[src/rtl/green_xy_detect.sv]
// Green-dominance point detector: pairs RGB565 camera bytes into pixels, tracks column/row
// and strobes (x,y) for green pixels. Optional XY_DECIMATE_EN keeps only the 4x4 grid.
module green_xy_detect #(
    parameter int unsigned H_RES      = 320,
    parameter int unsigned V_RES      = 240,
    parameter int unsigned G_MIN      = 32,
    parameter int unsigned G_MARGIN   = 8,
    parameter int unsigned MAX_POINTS = 1023
) (
    input  logic       clk_i,
    input  logic       reset_i,
    input  logic [7:0] data_i,
    input  logic       data_valid_i,
    input  logic       href_i,
    input  logic       vsync_i,
    output logic [8:0] x,
    output logic [8:0] y,
    output logic       xy_valid,
    output logic       xy_refresh,
    output logic [9:0] point_count,
    output logic       overflow_o
);

    localparam logic [6:0] G_MIN7     = 7'(G_MIN);
    localparam logic [6:0] G_MARGIN7  = 7'(G_MARGIN);
    localparam logic [9:0] H_RES10    = 10'(H_RES);
    localparam logic [9:0] V_RES10    = 10'(V_RES);
    localparam logic [9:0] MAX_PTS10  = 10'(MAX_POINTS);
    localparam logic [8:0] CNT_MAX    = 9'd511;

    // Input edge detect and byte pairing
    logic       vsync_q, href_q, armed_q, armed_d;
    logic       phase_q, phase_d;
    logic [7:0] hi_q, hi_d;
    logic [8:0] x_cnt_q, x_cnt_d, y_cnt_q, y_cnt_d;

    // S1 pixel register
    logic       s1_valid_q, s1_valid_d;
    logic [4:0] s1_r_q, s1_r_d, s1_b_q, s1_b_d;
    logic [5:0] s1_g_q, s1_g_d;
    logic [8:0] s1_x_q, s1_x_d, s1_y_q, s1_y_d;

    // Output registers
    logic [8:0] x_q, x_d, y_q, y_d;
    logic       xy_valid_q, xy_valid_d, xy_refresh_q, xy_refresh_d;
    logic [9:0] point_count_q, point_count_d;
    logic       overflow_q, overflow_d;

    logic frame_start, line_end, byte_ok;
    logic g_ok, in_range, grid_ok, emit_ok;
    logic [6:0] g7, r_lim, b_lim;

    assign frame_start = vsync_i & ~vsync_q;
    assign line_end    = href_q & ~href_i;
    assign byte_ok     = href_i & data_valid_i & ~frame_start;

    // 7-bit sums cannot wrap: 2*31 + 63 < 128
    assign g7    = {1'b0, s1_g_q};
    assign r_lim = {1'b0, s1_r_q, 1'b0} + G_MARGIN7;
    assign b_lim = {1'b0, s1_b_q, 1'b0} + G_MARGIN7;
    assign g_ok  = (g7 >= G_MIN7) && (g7 >= r_lim) && (g7 >= b_lim);

    assign in_range = ({1'b0, s1_x_q} < H_RES10) && ({1'b0, s1_y_q} < V_RES10);

`ifdef XY_DECIMATE_EN
    assign grid_ok = (s1_x_q[1:0] == 2'b00) && (s1_y_q[1:0] == 2'b00);
`else
    assign grid_ok = 1'b1;
`endif

    assign emit_ok = s1_valid_q & g_ok & armed_q & in_range & ~overflow_q & grid_ok;

    always_comb begin
        // NOTE: every next-state signal gets its default first so no path leaves it unassigned (no latch).
        armed_d       = armed_q;
        phase_d       = phase_q;
        hi_d          = hi_q;
        x_cnt_d       = x_cnt_q;
        y_cnt_d       = y_cnt_q;
        s1_valid_d    = 1'b0;
        s1_r_d        = s1_r_q;
        s1_g_d        = s1_g_q;
        s1_b_d        = s1_b_q;
        s1_x_d        = s1_x_q;
        s1_y_d        = s1_y_q;
        x_d           = x_q;
        y_d           = y_q;
        xy_valid_d    = 1'b0;
        xy_refresh_d  = frame_start;
        point_count_d = point_count_q;
        overflow_d    = overflow_q;

        if (frame_start) begin
            // Frame start wins: flush S1/emit, drop any same-cycle byte, clear counters.
            armed_d       = 1'b1;
            phase_d       = 1'b0;
            x_cnt_d       = '0;
            y_cnt_d       = '0;
            point_count_d = '0;
            overflow_d    = 1'b0;
        end else begin
            if (line_end) begin
                x_cnt_d = '0;
                phase_d = 1'b0;
                y_cnt_d = (y_cnt_q == CNT_MAX) ? y_cnt_q : y_cnt_q + 9'd1;
            end else if (byte_ok) begin
                if (!phase_q) begin
                    hi_d    = data_i;
                    phase_d = 1'b1;
                end else begin
                    phase_d    = 1'b0;
                    s1_valid_d = 1'b1;
                    s1_r_d     = hi_q[7:3];
                    s1_g_d     = {hi_q[2:0], data_i[7:5]};
                    s1_b_d     = data_i[4:0];
                    s1_x_d     = x_cnt_q;
                    s1_y_d     = y_cnt_q;
                    x_cnt_d    = (x_cnt_q == CNT_MAX) ? x_cnt_q : x_cnt_q + 9'd1;
                end
            end

            if (emit_ok) begin
                xy_valid_d    = 1'b1;
                x_d           = s1_x_q;
                y_d           = s1_y_q;
                point_count_d = point_count_q + 10'd1;
                if (point_count_q + 10'd1 == MAX_PTS10)
                    overflow_d = 1'b1;
            end
        end
    end

    always_ff @(posedge clk_i or posedge reset_i) begin
        if (reset_i) begin
            vsync_q       <= 1'b0;
            href_q        <= 1'b0;
            armed_q       <= 1'b0;
            phase_q       <= 1'b0;
            hi_q          <= '0;
            x_cnt_q       <= '0;
            y_cnt_q       <= '0;
            s1_valid_q    <= 1'b0;
            s1_r_q        <= '0;
            s1_g_q        <= '0;
            s1_b_q        <= '0;
            s1_x_q        <= '0;
            s1_y_q        <= '0;
            x_q           <= '0;
            y_q           <= '0;
            xy_valid_q    <= 1'b0;
            xy_refresh_q  <= 1'b0;
            point_count_q <= '0;
            overflow_q    <= 1'b0;
        end else begin
            // NOTE: non-blocking assignments so every register samples pre-edge values.
            vsync_q       <= vsync_i;
            href_q        <= href_i;
            armed_q       <= armed_d;
            phase_q       <= phase_d;
            hi_q          <= hi_d;
            x_cnt_q       <= x_cnt_d;
            y_cnt_q       <= y_cnt_d;
            s1_valid_q    <= s1_valid_d;
            s1_r_q        <= s1_r_d;
            s1_g_q        <= s1_g_d;
            s1_b_q        <= s1_b_d;
            s1_x_q        <= s1_x_d;
            s1_y_q        <= s1_y_d;
            x_q           <= x_d;
            y_q           <= y_d;
            xy_valid_q    <= xy_valid_d;
            xy_refresh_q  <= xy_refresh_d;
            point_count_q <= point_count_d;
            overflow_q    <= overflow_d;
        end
    end

    assign x           = x_q;
    assign y           = y_q;
    assign xy_valid    = xy_valid_q;
    assign xy_refresh  = xy_refresh_q;
    assign point_count = point_count_q;
    assign overflow_o  = overflow_q;

endmodule

[config.mk]
export PLATFORM = sky130hd
export DESIGN_NAME = green_xy_detect
export DESIGN_NICKNAME = d
export VERILOG_FILES = /design/src/rtl/green_xy_detect.sv
export SDC_FILE = /design/constraint.sdc
export NUM_CORES = 1
export LEC_CHECK = 0
export ABC_AREA = 1
export CORE_MARGIN = 2
export CORE_UTILIZATION = 35
export DETAILED_ROUTE_END_ITERATION = 10
export GPL_ROUTABILITY_DRIVEN = 0
export PLACE_DENSITY = 0.54
export SETUP_SLACK_MARGIN = 0.4
export SYNTH_ARGS = -nofsm -noshare
export SYNTH_HDL_FRONTEND = slang
export SYNTH_SLANG_ARGS = --single-unit
[constraint.sdc]
create_clock -name clk_i -period 4.4 [get_ports clk_i]
set_input_delay 0.88 -clock clk_i [delete_from_list [all_inputs] [get_ports clk_i]]
set_output_delay 0.88 -clock clk_i [all_outputs]
set_load 0.05 [all_outputs]
======== After elaboration in Yosys (flattened, before gate mapping) ========
Index checks and enable logic that the tools add are counted.
cells by class
  add/subtract/negate cells ............... 5
  order comparisons ....................... 5
  equality and inequality tests ........... 5
  multiplexer cells ....................... 23
  bitwise operators ....................... 14
  reductions and logical operators ........ 14
operator list
  kind                                                        count
  two-way mux 9 bit                                           8
  two-way mux 10 bit                                          2
  adder 9 x 1 -> 9 bit, second input constant                 2
  == test 9 bit, second input constant                        2
  adder 6 x 4 -> 7 bit, second input constant                 2
  greater-or-equal comparator 6 x 7 -> 1 bit                  2
  two-way mux 1 bit                                           13
  adder 10 x 1 -> 10 bit, second input constant               1
  == test 10 bit, second input constant                       1
  less-than comparator 9 x 8 -> 1 bit, second input constant  1
  less-than comparator 9 bit, second input constant           1
  bitwise AND 1 bit                                           8
  AND reduction 4 bit                                         2
  greater-or-equal comparator 6 bit, second input constant    1
  inverter 1 bit                                              6
  AND reduction 2 bit                                         3
  nonzero test 2 bit                                          3
  nonzero test 3 bit                                          2
  logical AND 1 bit                                           3
  inequality test 3 bit, second input constant                1
  AND reduction 3 bit                                         1
  inequality test 2 bit, second input constant                1
storage, ports and cells
  register bits after elaboration ......... 96
  input port bits ......................... 13
  output and inout bits ................... 31
  logic and storage cells ................. 85

======== Depth between registers and ports, before layout ========
Gate-level depths: netlist of run 1.
  depth after elaboration ................. 10
  gate-level depth with buffers ........... 14
  gate-level depth less buffers ........... 13

======== Worst setup path before layout of run 1 ========
No wires, ideal clock.
  path type ............................... reg2reg
  start ................................... reg s1_b_q[2]
  end ..................................... reg y_q[0] (netlist: y[0])
  setup time .............................. 119 ps
  data arrival time ....................... 1808 ps
  required time ........................... 4281 ps
  setup slack ............................. 2473 ps
  stages on the path, launching flop included .. 12
  buffers on the path ..................... 1
  clock period less this slack ............ 1927 ps
  cell sequence ........................... dfrtp_1 ha_1 inv_1 ha_1 nand2_1 nor2_1 nand4_2 nand3_4 nand4_4 buf_6 nand2_1 nand2_1
on the way
  cells in the longest elaborated chain, start to end .. 8
RTL lines
  what                                        RTL line  RTL
  start, declared                             39        logic [4:0] s1_r_q, s1_r_d, s1_b_q, s1_b_d;
  start signal, assigned                      145       s1_b_q <= '0;
  start signal, assigned                      166       s1_b_q <= s1_b_d;
  adder 6 x 4 -> 7 bit                        60        assign b_lim = {1'b0, s1_b_q, 1'b0} + G_MARGIN7;
  greater-or-equal comparator 6 x 7 -> 1 bit  61        assign g_ok = (g7 >= G_MIN7) && (g7 >= r_lim) && (g7 >= b_lim);
  logical AND 1 bit                           61
  bitwise AND 1 bit (4 in a row)              71        assign emit_ok = s1_valid_q & g_ok & armed_q & in_range & ~overflow_q & grid_ok;
  AND reduction 2 bit (no source line)        n/a
  end signal, assigned                        170       y_q <= y_d;
  end, declared                               44        logic [8:0] x_q, x_d, y_q, y_d;
Every way passes these cells.
A chain may end at the register's enable or synchronous reset.

======== Worst setup path after layout of run 1 ========
  start ................................... reg s1_b_q[2]
  end ..................................... reg point_count_q[8] (netlist: point_count[8])
on the way
  cells in the longest elaborated chain, start to end .. 8
RTL lines
  what                                        RTL line  RTL
  adder 6 x 4 -> 7 bit                        60
  greater-or-equal comparator 6 x 7 -> 1 bit  61
  logical AND 1 bit                           61
  bitwise AND 1 bit (4 in a row)              71
  nonzero test 2 bit (no source line)         n/a
  end signal, assigned                        173       point_count_q <= point_count_d;
  end, declared                               46        logic [9:0] point_count_q, point_count_d;
Every way passes these cells.

==> flow_summary_export.csv, run 1 <==
group,metric,value,unit
layout,nets,604,
clock_network,cts_made_buffers,9,
placed_design,dp_hpwl,6800,um
worst_setup_path,crit_fanout,11,
layout,diodes,0,
worst_setup_path,crit_family,"simple AND/OR/NAND/NOR gates",
die,die_height,118,um
sta,setup_viol,0,
logic_synthesis,yosysTopAreaCell,"dfrtp_1",
worst_setup_path,startpoint_type,"flop",
worst_setup_path,r2r_slack,1.87,ns
clock_network,tritoncts,"done",
clock_network,clk_pin_slew,0.06,ns
worst_setup_path,critPathCaptureType,"flop",
die,rows,41,
sta,rsz0062_at_grt,"false",
layout,drive_above_1_share,0.0727,
logic_synthesis,ys_ff_latch,96,
power_and_ir_drop,leakage,2.70,nW
global_routing,grt_pass1_wl,16000,um
power_and_ir_drop,combPwrFrac,0.166,
layout,area_growth,19.5,%
worst_hold_path,worstHoldStart,"y[8]$_DFFE_PP0P_",
placed_design,place_ws,1.67,ns
power_and_ir_drop,p_clk_frac,0.362,
worst_setup_path,path_cells,"ha_1, inv_1, ha_1, nand2_1, nor2_1, nand4_2, nand3_4, nand3_1, nor2_1, nand3_1, nand2_1",
worst_setup_path,path_depth,11,
worst_setup_path,path_class,"reg2reg",
logic_synthesis,seq_area_frac_synth,0.528,
global_routing,grt_pass1_vias,3150,
power_and_ir_drop,p_int,1.58,mW
placed_design,io_buffers,43,
logic_synthesis,netlist_top_cells_area,"dfrtp_1 (53%), nand2_1 (14%), ha_1 (4.9%), inv_1 (4.9%), o21ai_0 (4.7%)",
clock_network,htree_levels,3,
logic_synthesis,yosysWarnings,0,
power_and_ir_drop,power_frac_seq,0.472,
sta,timing.setup.tns,0,ns
detailed_routing,wl,9380,um
global_routing,grt_use_total,0.143,
worst_hold_path,min_to,"y[8]$_DFFE_PP0P_",
sta,finalClockSkew,0.00803,ns
sta,slew_headroom,0.491,
logic_synthesis,syn_inst,533,
power_and_ir_drop,p_sw,635,uW
logic_synthesis,synth_ff_type,"dfrtp_1",
detailed_routing,final_antenna_net_count,0,
detailed_routing,post_drt_wl_per_cell,12.5,um
logic_synthesis,synth-edff-count,0,
sta,hold_viol,0,
clock_network,cts_hold_buffers,0,
clock_network,clock_path_buffers,2,
outcome,status,"finished, final reports clean",
worst_hold_path,hold_class,"reg2reg",
sta,fin_crit,2.53,ns
clock_network,cts_resized,0,
sta,report.final.slew_viol_count,0,
clock_network,post-cts-setup-buffers,0,
detailed_routing,vias_per_cell,4.59,
worst_setup_path,cp.required,4.68,ns
sta,worst_slack,1.87,ns
logic_synthesis,synth_cell_type_count,33,
global_routing,grt-ovfl-total,0,
power_and_ir_drop,powerDensity,407,mW/mm2
power_and_ir_drop,swShare,0.287,
worst_setup_path,crit_slowest_cell,"nor2_1",
detailed_routing,dr.pass1.iters,6,
die,die_w,118,um
clock_network,clkSinkCount,96,
die,pin_count,44,
detailed_routing,drc,0,
sta,timing.final.crit_share,0.576,
die,design.die.area,0.0139,mm2
clock_network,clkLatencyLatePin,0.34,ns
die,start_util,0.359,
worst_setup_path,slowest_delay,0.59,ns
global_routing,grt_max_degree,54,
worst_setup_path,reg2regPathDepth,11,
clock_network,cts_root_buf,"clkbuf_16",
sta,worst_slew_pin_slew,0.763,ns
job,maxCapViolCount,0,
worst_setup_path,reg2reg_to,"point_count[8]$_DFFE_PP0P_",
logic_synthesis,syn-num-nets,564,
die,core_area,0.0127,mm2
worst_hold_path,hold_path_depth,2,
power_and_ir_drop,ir_drop,0.176,mV
sta,fmax,0.395,GHz
logic_synthesis,async_reset_ff_frac,1.00,
worst_setup_path,critPathArrivalTime,2.81,ns
logic_synthesis,synthesis.area,0.00455,mm2
logic_synthesis,syn_area_per_cell,8.54,um2
worst_setup_path,path_buf_inv,1,
global_routing,grt_antenna_before_repair,0,
detailed_routing,drt_iter0_markers,306,
worst_setup_path,r2r_start,"s1_b_q[2]$_DFFE_PP0P_",
logic_synthesis,synth_top_cell_area_share,0.528,
detailed_routing,num_vias,3446,
==> worst reg2reg max path: stages (launching register included) <==
cell,delay (ns)
dfrtp_1,0.45
ha_1,0.31
inv_1,0.04
ha_1,0.28
nand2_1,0.07
nor2_1,0.13
nand4_2,0.12
nand3_4,0.15
nand3_1,0.10
nor2_1,0.59
nand3_1,0.15
nand2_1,0.10
==> cell usage in the layout (no fill, tap or decap) <==
| cell | count |
|---|---|
| or2_2 | 1 |
| inv_2 | 7 |
| o21ai_0 | 43 |
| clkbuf_16 | 9 |
| clkinvlp_4 | 2 |
| a21oi_1 | 7 |
| nor3_1 | 9 |
| buf_12 | 1 |
| nor2_1 | 23 |
| o21bai_1 | 1 |
| and3_1 | 2 |
| dfrtp_1 | 96 |
| clkbuf_8 | 2 |
| nand3_4 | 1 |
| a31oi_1 | 1 |
| nor2_2 | 2 |
| nand2_1 | 167 |
| buf_4 | 2 |
| nor3_2 | 1 |
| nand4_2 | 1 |
| clkdlybuf4s50_1 | 43 |
| nand4_4 | 1 |
| nand4_1 | 21 |
| bufinv_16 | 1 |
| nand2_2 | 3 |
| xor2_1 | 3 |
| a21o_1 | 1 |
| clkinv_2 | 4 |
| nor2_4 | 2 |
| ha_1 | 18 |
| inv_1 | 59 |
| xnor2_1 | 2 |
| a211oi_1 | 2 |
| nand3_2 | 2 |
| o21ai_1 | 1 |
| nand3_1 | 37 |
==> per-stage QoR <==
stage | power (mW) | instance area [um2] | utilization | hold WS (ns) | std cells
3_5_place_dp | 1.44 | 5130 | 0.405 | 0.459 | 734
4_1_cts | 2.25 | 5440 | 0.429 | 0.476 | 750
2_1_floorplan | 1.32 | 4550 | - | 0.440 | 533
6_report | 2.21 | 5440 | 0.429 | 0.468 | 750
3_3_place_gp | 1.42 | 5130 | 0.405 | 0.453 | 734
5_1_grt | 2.36 | 5440 | 0.429 | 0.494 | 750
==> cells by family after synthesis <==
family | after synthesis | synth area share
buf+inv | 85 | 0.0789
compound gates | 56 | 0.0641
simple gates | 273 | 0.270
fa+ha+maj | 18 | 0.0495
xor+xnor | 5 | 0.00963
flops | 96 | 0.528
==> cells in the mapped netlist (7+ instances only) <==
library cell and number:
nand2_1 167, o21ai_0 43, nor2_1 23, inv_2 7, nand4_1 21, nor3_1 9
a21oi_1 7, buf_2 10, nand3_1 37, dfrtp_1 96, inv_1 60, ha_1 18
==> registers in the layout, indices dropped and copies added (netlist names), 6 cells and up <==
register and count:
x 9, hi_q 8, x_cnt_q 9, y 9
s1_x_q 9, y_cnt_q 9, point_count 10, s1_y_q 9
s1_g_q 6
==> cell type report <==
cell class	count	area [um2]
flip-flops and latches	96	2400
clock buffers	11	253
clock inverters	5	55.1
inverters	68	258
well taps	172	215
multi-input cells	352	1790
fillers	1285	7230
repair buffers	46	465
==> worst max path at each step <==
stage / startpoint / end / slack, ns
after CTS: s1_b_q[2]$_DFFE_PP0P_ / point_count[6]$_DFFE_PP0P_ / 1.85
after floorplan: reset_i / armed_q$_DFFE_PP0P_ / 1.01
after global routing: s1_b_q[2]$_DFFE_PP0P_ / point_count[2]$_DFFE_PP0P_ / 1.59
after global placement: vsync_i / s1_y_q[1]$_DFFE_PP0P_ / 1.74
final: s1_b_q[2]$_DFFE_PP0P_ / point_count[8]$_DFFE_PP0P_ / 1.87
after detailed placement: vsync_i / s1_y_q[1]$_DFFE_PP0P_ / 1.67
==> routing by layer <==
layer | wire [um] | vias up | GRT usage
met5 | 0 | - | 0
met4 | 100 | 0 | 0.0580
met3 | 343 | 7 | 0.0305
met2 | 3740 | 59 | 0.188
met1 | 5200 | 1586 | 0.223
li1 | - | 1794 | -
==> power groups by stage <==
stage / combinational (mW) / sequential [mW] / clock, mW
final: 0.368 / 1.04 / 0.801
after global routing: 0.437 / 1.05 / 0.865
after CTS: 0.379 / 1.04 / 0.825
after detailed placement: 0.377 / 1.06 / 0
after global placement: 0.359 / 1.06 / 0
after floorplan: 0.289 / 1.03 / 0
Power figures use the tool's default switching activity.
==> run 2: changes to the inputs <==
--- a/config.mk
+++ b/config.mk
@@ -10,7 +10,7 @@
 export CORE_UTILIZATION = 35
 export DETAILED_ROUTE_END_ITERATION = 10
 export GPL_ROUTABILITY_DRIVEN = 0
-export PLACE_DENSITY = 0.54
+export PLACE_DENSITY = 0.56
 export SETUP_SLACK_MARGIN = 0.4
 export SYNTH_ARGS = -nofsm -noshare
 export SYNTH_HDL_FRONTEND = slang
==> constraint.sdc (replaced) <==
create_clock -name clk_i -period 2.1 [get_ports clk_i]
set_input_delay 0.42 -clock clk_i [delete_from_list [all_inputs] [get_ports clk_i]]
set_output_delay 0.42 -clock clk_i [all_outputs]
set_load 0.05 [all_outputs]
==> run 2 against run 1 <==
- register-to-register slack lost 1.8 ns
- wire length grew 17%
- utilization grew 6.7 points
- clock power grew 84%
- global-route usage grew 1.6 points
- final cell count grew 5.3%
- clock-buffer cell count grew 1
- critical path type unchanged
- largest cell class unchanged
- largest power group unchanged
==> flow_summary_export.csv, run 2 (synthesized netlist as in run 1, its figures left out) <==
group,metric,value,unit
outcome,status,"finished, final reports clean",
clock_network,cts_root_buf,"clkbuf_16",
sta,worst_slew_pin_slew,0.553,ns
layout,diodes,0,
worst_setup_path,cp.required,2.38,ns
detailed_routing,drt_iter0_markers,315,
die,start_util,0.359,
worst_hold_path,hold_class,"reg2reg",
clock_network,clock_path_buffers,2,
layout,mostFrequentLayoutCells,"nand2_1 (150), dfrtp_1 (96), inv_1 (52)",
worst_setup_path,critPathCaptureType,"flop",
job,maxCapViolCount,0,
sta,finalClockSkew,0.00977,ns
power_and_ir_drop,powerDensity,793,mW/mm2
placed_design,place_inst,741,
detailed_routing,vias_per_cell,4.76,
die,pin_count,44,
power_and_ir_drop,ir_drop,0.372,mV
sta,slew_headroom,0.631,
detailed_routing,wl,11000,um
clock_network,cts_made_buffers,9,
clock_network,htree_levels,3,
placed_design,io_buffers,43,
sta,fin_crit,2.00,ns
die,core_area,0.0127,mm2
placed_design,dp_hpwl,6810,um
sta,timing.setup.tns,0,ns
detailed_routing,drc,0,
layout,largest_reg_flops,10,
worst_setup_path,startpoint_type,"flop",
global_routing,grt_use_total,0.159,
global_routing,grt_antenna_before_repair,0,
detailed_routing,post_drt_wl_per_cell,13.9,um
global_routing,grt_max_degree,97,
layout,finalNonFillerCells,790,
sta,report.final.slew_viol_count,0,
layout,nets,645,
layout,nFillCells,1181,
layout,final_core_util,0.496,
clock_network,clk_pin_slew,0.06,ns
detailed_routing,dr.pass1.iters,4,
sta,hold_viol,0,
sta,fmax,0.499,GHz
clock_network,cts_hold_buffers,0,
power_and_ir_drop,leakage,3.06,nW
sta,rsz0062_at_grt,"true",
detailed_routing,num_vias,3760,
worst_setup_path,critPathArrivalTime,2.28,ns
layout,drive_above_1_share,0.277,
layout,area_growth,38.1,%
detailed_routing,final_antenna_net_count,0,
clock_network,tritoncts,"done",
worst_setup_path,crit_fanout,14,
die,rows,41,
die,design.die.area,0.0139,mm2
global_routing,grt_pass1_wl,17800,um
sta,setup_viol,0,
die,die_height,118,um
layout,final_common_cell,"nand2_1",
die,die_w,118,um
clock_network,clkSinkCount,96,
global_routing,grt-ovfl-total,0,
clock_network,clkLatencyLatePin,0.34,ns
global_routing,grt_pass1_vias,3551,
worst_setup_path,path_class,"reg2reg",
sta,timing.final.crit_share,0.954,
[run 2: cell types whose count changed in the layout (fill, tap and decap cells not counted), sizes merged]
cell / before / now
buf: 3 / 40
bufinv: 1 / 0
clkbuf: 11 / 15
clkdlybuf4s15: 0 / 10
clkdlybuf4s50: 43 / 12
clkinv: 4 / 3
clkinvlp: 2 / 3
dlygate4sd2: 0 / 18
inv: 66 / 65
nand3: 40 / 41
nand4: 23 / 26
[run 2: layout make-up]
type	instances	area [um2]	area share
tap	172	215	0.0343
sequential	96	2400	0.382
multi-input combinational	356	2310	0.368
timing repair buffer	83	803	0.128
clock buffer	12	236	0.0376
inverter	68	292	0.0464
clock inverter	3	20.0	0.00319
[run 2: what timing repair did]
item	in CTS	in global routing
endpoints found under the setup margin	78	69
setup buffers	18	11
gates resized for setup	105	80
cloned	5	0
pin swaps	26	39
[run 2: where the power goes]
part	internal [mW]	switching, mW	total [mW]
clock network	0.796	0.675	1.47
logic	0.601	0.732	1.33
registers	2.02	0.155	2.18
total	3.42	1.56	4.98
[run 2: worst paths after layout]
| check | start | endpoint | slack, ns | cells after the start |
|---|---|---|---|---|
| max in group asynchronous | reset_i | x[4]$_DFFE_PP0P_ | 1.13 | 3 |
| setup / recovery | s1_b_q[2]$_DFFE_PP0P_ | y[7]$_DFFE_PP0P_ | 0.1 | 12 |
| min in group asynchronous | reset_i | s1_b_q[3]$_DFFE_PP0P_ | 0.54 | 3 |
| setup reg to reg | s1_b_q[2]$_DFFE_PP0P_ | y[7]$_DFFE_PP0P_ | 0.1 | 12 |
| hold / removal | x[7]$_DFFE_PP0P_ | x[7]$_DFFE_PP0P_ | 0.47 | 2 |
| hold reg to reg | x[7]$_DFFE_PP0P_ | x[7]$_DFFE_PP0P_ | 0.47 | 2 |
[run 2: through the flow]
step | power (mW) | hold WS, ns | instance area, um2 | setup slack (ns)
after floorplan | 2.81 | 0.440 | 4590 | 0.207
after global placement | 3.03 | 0.449 | 5250 | 0.0781
after detailed placement | 3.06 | 0.453 | 5250 | -0.00969
after CTS | 4.87 | 0.460 | 5920 | 0.0962
after global routing | 5.29 | 0.497 | 6280 | -0.0441
final | 4.98 | 0.467 | 6280 | 0.0957
[run 2: per-layer routing]
metal	track usage	wire length, um
met4	0.0670	127
met5	0	0
met2	0.232	4980
met3	0.0247	384
met1	0.235	5470
[run 2: critical path: stages (launching register included)]
cell     delay, ns
dfrtp_1       0.41
ha_4          0.27
inv_2         0.04
ha_4          0.26
nand2_2       0.06
nor2_2        0.09
nand4_2       0.11
nand3_4       0.15
inv_2         0.06
nor2_4        0.14
buf_12        0.15
nand4_1       0.09
nand2_1       0.10
